[config.mk]
export PLATFORM = sky130hd
export DESIGN_NAME = key_filter_nch
export DESIGN_NICKNAME = d
export VERILOG_FILES = /design/src/rtl/key_filter_nch.sv
export SDC_FILE = /design/constraint.sdc
export NUM_CORES = 1
export LEC_CHECK = 0
export ABC_CLOCK_PERIOD_IN_PS = 2400
export CAP_MARGIN = 20
export CORE_MARGIN = 3
export CORE_UTILIZATION = 40
export DETAILED_ROUTE_END_ITERATION = 12
export PLACE_DENSITY = 0.63
export REMOVE_ABC_BUFFERS = 1
export SLEW_MARGIN = 20
export SYNTH_ARGS = -nofsm -noshare
export SYNTH_HDL_FRONTEND = slang
export SYNTH_SLANG_ARGS = --single-unit
[constraint.sdc]
create_clock -name clk -period 2.4 [get_ports clk]
set_input_delay 0.48 -clock clk [delete_from_list [all_inputs] [get_ports clk]]
set_output_delay 0.48 -clock clk [all_outputs]
set_load 0.1 [all_outputs]
[src/rtl/key_filter_nch.sv]
// ---------------------------------------------------------------------------
// key_filter_nch : N-channel key debouncer with press/release/long/repeat strobes
// Revision 1.0
// ---------------------------------------------------------------------------
`default_nettype none

module key_filter_nch #(
  parameter int N_KEYS       = 2,
  parameter int DEBOUNCE_CYC = 1000000,
  parameter int LONG_CYC     = 50000000,
  parameter int REPEAT_CYC   = 10000000,
  parameter bit REPEAT_EN    = 1'b1
) (
  input  logic              clk,
  input  logic              rst_n,
  input  logic [N_KEYS-1:0] key_in,
  output logic [N_KEYS-1:0] key_state,
  output logic [N_KEYS-1:0] key_press,
  output logic [N_KEYS-1:0] key_release,
  output logic [N_KEYS-1:0] key_long,
  output logic [N_KEYS-1:0] key_repeat
);

  localparam int DW = (DEBOUNCE_CYC > 1) ? $clog2(DEBOUNCE_CYC) : 1;
  localparam int HW = (LONG_CYC > 1) ? $clog2(LONG_CYC) : 1;
  localparam int RW = (REPEAT_CYC > 1) ? $clog2(REPEAT_CYC) : 1;

  // The edge that leaves a debounce state is itself the last stable cycle.
  localparam logic [DW-1:0] DEB_LAST  = DW'(DEBOUNCE_CYC - 2);
  localparam logic [HW-1:0] LONG_LAST = HW'(LONG_CYC - 1);
  localparam logic [RW-1:0] REP_LAST  = RW'(REPEAT_CYC - 1);

  localparam logic [1:0] S_IDLE = 2'd0;
  localparam logic [1:0] S_PDEB = 2'd1;
  localparam logic [1:0] S_DOWN = 2'd2;
  localparam logic [1:0] S_RDEB = 2'd3;

  logic [N_KEYS-1:0] sync1, sync2;

  always_ff @(posedge clk or negedge rst_n) begin
    if (!rst_n) begin
      sync1 <= '1;
      sync2 <= '1;
    end else begin
      sync1 <= key_in;
      sync2 <= sync1;
    end
  end

  for (genvar g = 0; g < N_KEYS; g++) begin : g_chan
    logic          ks;
    logic [1:0]    state, state_nxt;
    logic [DW-1:0] deb_cnt, deb_nxt;
    logic [HW-1:0] hold_cnt, hold_nxt;
    logic [RW-1:0] rep_cnt, rep_nxt;
    logic          rep_phase, rep_phase_nxt;
    logic          level, level_nxt;
    logic          press_q, release_q, long_q, repeat_q;
    logic          press_nxt, release_nxt, long_nxt, repeat_nxt;

    assign ks = sync2[g];

    always_ff @(posedge clk or negedge rst_n) begin
      if (!rst_n) begin
        state     <= S_IDLE;
        deb_cnt   <= '0;
        hold_cnt  <= '0;
        rep_cnt   <= '0;
        rep_phase <= 1'b0;
        level     <= 1'b1;
        press_q   <= 1'b0;
        release_q <= 1'b0;
        long_q    <= 1'b0;
        repeat_q  <= 1'b0;
      end else begin
        state     <= state_nxt;
        deb_cnt   <= deb_nxt;
        hold_cnt  <= hold_nxt;
        rep_cnt   <= rep_nxt;
        rep_phase <= rep_phase_nxt;
        level     <= level_nxt;
        press_q   <= press_nxt;
        release_q <= release_nxt;
        long_q    <= long_nxt;
        repeat_q  <= repeat_nxt;
      end
    end

    always_comb begin
      state_nxt = state;
      case (state)
        S_IDLE: if (!ks) state_nxt = S_PDEB;
        S_PDEB: begin
          if (ks)                        state_nxt = S_IDLE;
          else if (deb_cnt == DEB_LAST)  state_nxt = S_DOWN;
        end
        S_DOWN: if (ks) state_nxt = S_RDEB;
        S_RDEB: begin
          if (!ks)                       state_nxt = S_DOWN;
          else if (deb_cnt == DEB_LAST)  state_nxt = S_IDLE;
        end
        default: state_nxt = S_IDLE;
      endcase
    end

    always_comb begin
      deb_nxt       = deb_cnt;
      hold_nxt      = hold_cnt;
      rep_nxt       = rep_cnt;
      rep_phase_nxt = rep_phase;
      level_nxt     = level;
      press_nxt     = 1'b0;
      release_nxt   = 1'b0;
      long_nxt      = 1'b0;
      repeat_nxt    = 1'b0;
      case (state)
        S_PDEB: begin
          if (state_nxt == S_DOWN) begin
            deb_nxt       = '0;
            hold_nxt      = '0;
            rep_nxt       = '0;
            rep_phase_nxt = 1'b0;
            level_nxt     = 1'b0;
            press_nxt     = 1'b1;
          end else if (state_nxt == S_IDLE) begin
            deb_nxt = '0;
          end else begin
            deb_nxt = deb_cnt + 1'b1;
          end
        end
        // Hold timing runs on the edge that leaves DOWN too; R_DEB freezes it.
        S_DOWN: begin
          deb_nxt = '0;
          if (!rep_phase) begin
            if (hold_cnt == LONG_LAST) begin
              long_nxt      = 1'b1;
              rep_phase_nxt = 1'b1;
              rep_nxt       = '0;
            end else begin
              hold_nxt = hold_cnt + 1'b1;
            end
          end else if (REPEAT_EN) begin
            if (rep_cnt == REP_LAST) begin
              repeat_nxt = 1'b1;
              rep_nxt    = '0;
            end else begin
              rep_nxt = rep_cnt + 1'b1;
            end
          end
        end
        S_RDEB: begin
          if (state_nxt == S_IDLE) begin
            deb_nxt       = '0;
            hold_nxt      = '0;
            rep_nxt       = '0;
            rep_phase_nxt = 1'b0;
            level_nxt     = 1'b1;
            release_nxt   = 1'b1;
          end else if (state_nxt == S_DOWN) begin
            deb_nxt = '0;
          end else begin
            deb_nxt = deb_cnt + 1'b1;
          end
        end
        default: deb_nxt = '0;
      endcase
    end

    assign key_state[g]   = level;
    assign key_press[g]   = press_q;
    assign key_release[g] = release_q;
    assign key_long[g]    = long_q;
    assign key_repeat[g]  = repeat_q;
  end

endmodule

`default_nettype wire

* After elaboration in Yosys (flattened, before gate mapping)
Cells that the tools add are included.
** Operators by class
- Add/sub/neg operators :: 6
- Multiply operators :: 0
- Divide/modulo/power cells :: 0
- Magnitude comparators :: 0
- Eq/ne operators :: 24
- Shifts and indexed selects :: 0
- Multiplexer cells :: 78
- Bitwise operators :: 0
- Reduce and logical (&&, ||, !) cells :: 16
** Operators with widths (count)
- 24-bit 2-to-1 mux :: 10
- 26-bit 2-to-1 mux :: 8
- 20-bit 2-to-1 mux :: 8
- 26-bit one-hot mux with 3 select lines :: 2
- 24-bit one-hot mux with 3 select lines :: 2
- 20-bit one-hot mux with 2 select lines :: 2
- 26-bit by 1-bit adder with 26-bit output, second input constant :: 2
- 26-bit == test, second input constant :: 2
- 24-bit by 1-bit adder with 24-bit output, second input constant :: 2
- 24-bit == test, second input constant :: 2
- 20-bit by 1-bit adder with 20-bit output, second input constant :: 2
- 20-bit == test, second input constant :: 2
- 1-bit 2-to-1 mux :: 28
- 2-bit 2-to-1 mux :: 12
- 2-bit inequality test, second input constant :: 8
- 2-bit one-hot mux with 4 select lines :: 2
- 2-bit == test, second input constant :: 6
- 3-bit AND reduction :: 4
- 5-bit AND reduction :: 2
- 2-bit logical NOT :: 4
- 4-bit AND reduction :: 2
- 3-bit inequality test, second input constant :: 2
- 1-bit one-hot mux with 3 select lines :: 2
- 3-bit nonzero test :: 2
- 3 further kinds :: 6
** Storage, ports and cells
- Register bits after elaboration :: 160
- Bits in latches :: 0
- RAM bits :: 0
- Memory bits (read-only) :: 0
- Input port bits :: 4
- Word-level logic and storage cells :: 146
- Memories :: 0

* Logic depth before layout (Yosys ltp)
Gate-level depths: netlist of run 1.
- Depth in word-level cells :: 8
- Gate-level depth with buffers :: 9
- Mapped depth without buffers :: 7

* Worst setup path after synthesis of run 1
No wires, ideal clock.
- Path type :: reg-to-reg
- From :: register g_chan[1].rep_cnt[0]
- To :: register g_chan[1].rep_cnt[19]
- Setup time :: 124 ps
- Data arrival time :: 2152 ps
- Required time :: 2276 ps
- Slack :: 124 ps
- Stages on the path, launching flop included :: 8
- Path buffers :: 1
- Clock period less this slack :: 2276 ps
- Cells stage by stage :: dfrtp_1 > ha_1 > and3_1 > nand3_1 > o41ai_2 > clkbuf_1 > nor2_1 > a211o_1
** Between the ends
- Longest elaborated chain between the ends :: 4
- Elaborated cells between the ends (all ways) :: 5
- Those cells by class :: add/sub (1); eq/ne (1); mux (3)
** RTL lines
- start: declaration :: RTL line 55 : logic [RW-1:0] rep_cnt, rep_nxt;
- start signal: assignment :: RTL line 79 : rep_cnt <= rep_nxt;
- 24-bit by 1-bit adder with 24-bit output / 24-bit == test (equally long branches) :: RTL line 147, 143
- 24-bit 2-to-1 mux (*) :: RTL line 143 : if (rep_cnt == REP_LAST) begin
- 24-bit 2-to-1 mux (*) :: RTL line 134 : if (!rep_phase) begin
- 24-bit one-hot mux with 3 select lines (*) :: RTL line 116 : case (state)
Mark *: on every way between the ends. The rest lies on a longest branch, timed or not.
A chain may end at the register's enable or synchronous reset.

* Final worst setup path of run 1
- From :: register g_chan[0].rep_cnt[12]
- To :: register g_chan[0].rep_cnt[23]
** Between the ends
- Longest elaborated chain between the ends :: 4
- Elaborated cells between the ends (all ways) :: 5
- Those cells by class :: add/sub (1); eq/ne (1); mux (3)
** RTL lines (RTL line)
- start: declaration :: 55
- start signal: assignment :: 79
- 24-bit by 1-bit adder with 24-bit output / 24-bit == test (equally long branches) :: 147, 143
- 24-bit 2-to-1 mux (*) :: 143
- 24-bit 2-to-1 mux (*) :: 134
- 24-bit one-hot mux with 3 select lines (*) :: 116
Marks and branches as above.

==> flow_summary_export.csv, run 1 <==
group,metric,value,unit
run_status,status,"finished clean",
yosys,synth_area,8560,um2
grt,overflow,0,
setup_path,crit_chain,"nand3_1, or4_1, or4_1, a32o_1, a21o_1",
timing,finalHoldViolCount,0,
route,first_pass_iters,5,
cells_and_area,drive_gt1_frac,0.121,
clock_tree,clock_sinks,160,
timing,setup_viol,0,
timing,tightest_slew,0.498,ns
clock_tree,cts_max_path_buffers,2,
pwr,seq_power_share,0.471,
yosys,synth-main-ff-cell,"dfrtp_1",
cells_and_area,syn2layout_area_growth,15.0,%
route,postRouteAntennaNets,0,
grt,grt_pass1_vias,6602,
grt,grt_usage,0.166,
clock_tree,ctsRootBufferMaster,"clkbuf_16",
clock_tree,cts_tree,"yes",
clock_tree,cts_setup_buffers,0,
die,die_h,152,um
route,vias,6923,
route,first_iter_violations,381,
yosys,synthTopCellsByArea,"dfrtp_1, nor2_1, nand3_1",
setup_path,path_buf_inv,0,
setup_path,cp.required,2.71,ns
die,fp.dieArea,23200,um2
die,pin_count,14,
yosys,ys_ff_latch,160,
setup_path,cp_max_fo,7,
yosys,synth-edff-count,0,
pwr,internal_power,4520,uW
yosys,yosys_warnings,0,
yosys,synth_top_area_share,0.450,
die,core,20600,um2
die,die_w,152,um
timing,fin_crit,2.24,ns
place,port_buffers,13,
yosys,syn_inst,919,
die,start_util,0.415,
timing,finalMaxSlewViolations,0,
setup_path,path_class,"reg -> reg",
grt,grt_max_degree,54,
place,gp_congestion,0.802,
setup_path,worstPathArrival,2.56,ns
pwr,pwr-share-clk,0.512,
setup_path,cp_top_family,"simple AND/OR/NAND/NOR gates",
place,dp_hpwl,13000,um
route,remaining_drc_errors,0,
die,row_count,52,
pwr,max-vdd-ir-drop,0.665,mV
pwr,p_sw_frac,0.216,
cells_and_area,fin_nets,971,
yosys,synth-seq-area-share,0.469,
yosys,avgSynthCellArea,9.32,um2
timing,fin_crit_sh,0.935,
route,wl_per_cell,15.3,um
timing,relSlewSlack,0.659,
place,dp.cells,1209,
yosys,async_flop_share,1.00,
pwr,p_switching,1250,uW
setup_path,cp-end-kind,"register",
route,drt_wl_total,19000,um
yosys,synth_cell_type_count,67,
setup_path,crit_slowest_cell,"or4_1",
timing,fin_setup_tns,0,ns
hold_path,hold_class,"reg -> reg",
setup_path,cpMostUsedCell,"or4_1",
clock_tree,htree_levels,4,
grt,grt_first_pass_wirelength,32600,um
clock_tree,clk_pin_slew,0.06,ns
cells_and_area,instances_no_fill,1242,
route,routed_via_density,5.57,
cells_and_area,insertedDiodeCount,0,
pwr,power_frac_comb,0.017,
setup_path,critPathLaunchType,"register",
setup_path,max_stage_delay,0.61,ns
timing,finalClockSkew,0.00977,ns
pwr,p_per_area,585,nW/um2
clock_tree,numCtsBuffers,17,
grt,antenna_found_initial,0,
pwr,leakage,0.00417,uW
clock_tree,clk_latency,0.43,ns
run,max_cap_viol_count,0,
timing,grt_setup_unrepaired,"false",
timing,clock.fmax,446,MHz
yosys,synth_top_area_cell,"dfrtp_1",
-- cell usage after synthesis (25+ instances only) --
library cell and count:
a21oi_1 40, and3_1 32, dfrtp_1 154, inv_1 25, nand2_1 74, nand3_1 62
nand4_1 40, nor2_1 84, nor3_1 35, o21ai_0 43, or3_1 32, xnor2_1 32
-- registers in the layout, summed over array words and instances, names as in the netlist --
name and cells:
g_chan.deb_cnt 40, g_chan.hold_cnt 52, g_chan.level 2, g_chan.long_q 2
g_chan.press_q 2, g_chan.release_q 2, g_chan.rep_cnt 48, g_chan.rep_phase 2
g_chan.repeat_q 2, g_chan.state 4, sync1 2, sync2 2
-- worst paths after layout --
path / slack (ns) / to / cells after the start / from
hold reg to reg: 0.36 / sync2[0] / 0 / sync1[0]
setup / recovery: 0.16 / g_chan[0].rep_cnt[23] / 5 / g_chan[0].rep_cnt[12]
setup reg to reg: 0.16 / g_chan[0].rep_cnt[23] / 5 / g_chan[0].rep_cnt[12]
min in group asynchronous: 0.52 / g_chan[1].deb_cnt[3] / 2 / rst_n
hold / removal: 0.36 / sync2[0] / 0 / sync1[0]
max in group asynchronous: 1.13 / g_chan[1].level / 3 / rst_n
-- layout by cell type (no fill, tap or decap), types with 19 or more instances in the layout --
cell type / n
dfrtp_1: 154
nor2_1: 84
nand2_1: 74
nand3_1: 62
buf_4: 57
o21ai_0: 43
nand4_1: 40
a21oi_1: 40
nor3_1: 35
xnor2_1: 32
or3_1: 32
and3_1: 31
inv_1: 25
xor2_1: 22
nor4_1: 19
-- per-stage QoR --
stage | area, um2 | hold slack (ns) | total power, uW | util | worst slack, ns
after detailed placement | 9180 | 0.347 | 2870 | 0.445 | 0.152
after CTS | 9830 | 0.357 | 5850 | 0.477 | 0.128
after global placement | 9180 | 0.346 | 2860 | 0.445 | 0.186
final | 9850 | 0.356 | 5760 | 0.477 | 0.156
after global routing | 9850 | 0.364 | 5960 | 0.477 | 0.00310
after floorplan | 8350 | 0.184 | 2780 | - | 0.00870
-- routing by layer --
| layer | track usage | up-vias | wire [um] |
|---|---|---|---|
| li1 | - | 3478 | - |
| met1 | 0.235 | 3326 | 9460 |
| met2 | 0.258 | 107 | 8800 |
| met3 | 0.0383 | 12 | 613 |
| met4 | 0.0424 | 0 | 162 |
| met5 | 0 | - | 0 |
-- kinds of logic after synthesis --
kind of cell	after synthesis	share of synthesized area
AND/OR/NAND/NOR	460	0.293
AO/OA/AOI/OAI	160	0.123
flip-flops	160	0.469
buffers and inverters	67	0.0362
XOR/XNOR	54	0.0552
multiplexers	10	0.0117
adder cells (fa/ha/maj)	8	0.0117
-- repair_timing --
item                                   4_1_cts  5_1_grt
endpoints found under the hold margin       31        0
setup endpoints to repair                    0       11
resized for setup                            0        4
hold buffers                                 1        0
-- area by class of cell --
class                   instances  area, um2
fillers                      1945      10800
multi-input cells             692       4250
flip-flops and latches        160       4010
repair buffers                 63        509
clock buffers                  18        439
well taps                     270        338
clock inverters                14        201
inverters                      25       93.8
-- power by group through the flow --
stage / Sequential (uW) / Clock, uW / Combinational [uW]
after floorplan: 2770 / 0 / 16.5
after global placement: 2770 / 0 / 98.8
after detailed placement: 2770 / 0 / 101
after CTS: 2720 / 3030 / 103
after global routing: 2720 / 3130 / 112
final: 2720 / 2950 / 96.1
(Power assumes the default switching activity.)
==> run 2, diff against run 1 <==
--- a/config.mk
+++ b/config.mk
@@ -10,6 +10,7 @@
 export CORE_MARGIN = 3
 export CORE_UTILIZATION = 40
 export DETAILED_ROUTE_END_ITERATION = 12
+export GPL_ROUTABILITY_DRIVEN = 0
 export PLACE_DENSITY = 0.63
 export REMOVE_ABC_BUFFERS = 1
 export SLEW_MARGIN = 20
==> results of run 2 <==
The final DEF is identical to that of run 1; final timing and power are the same.
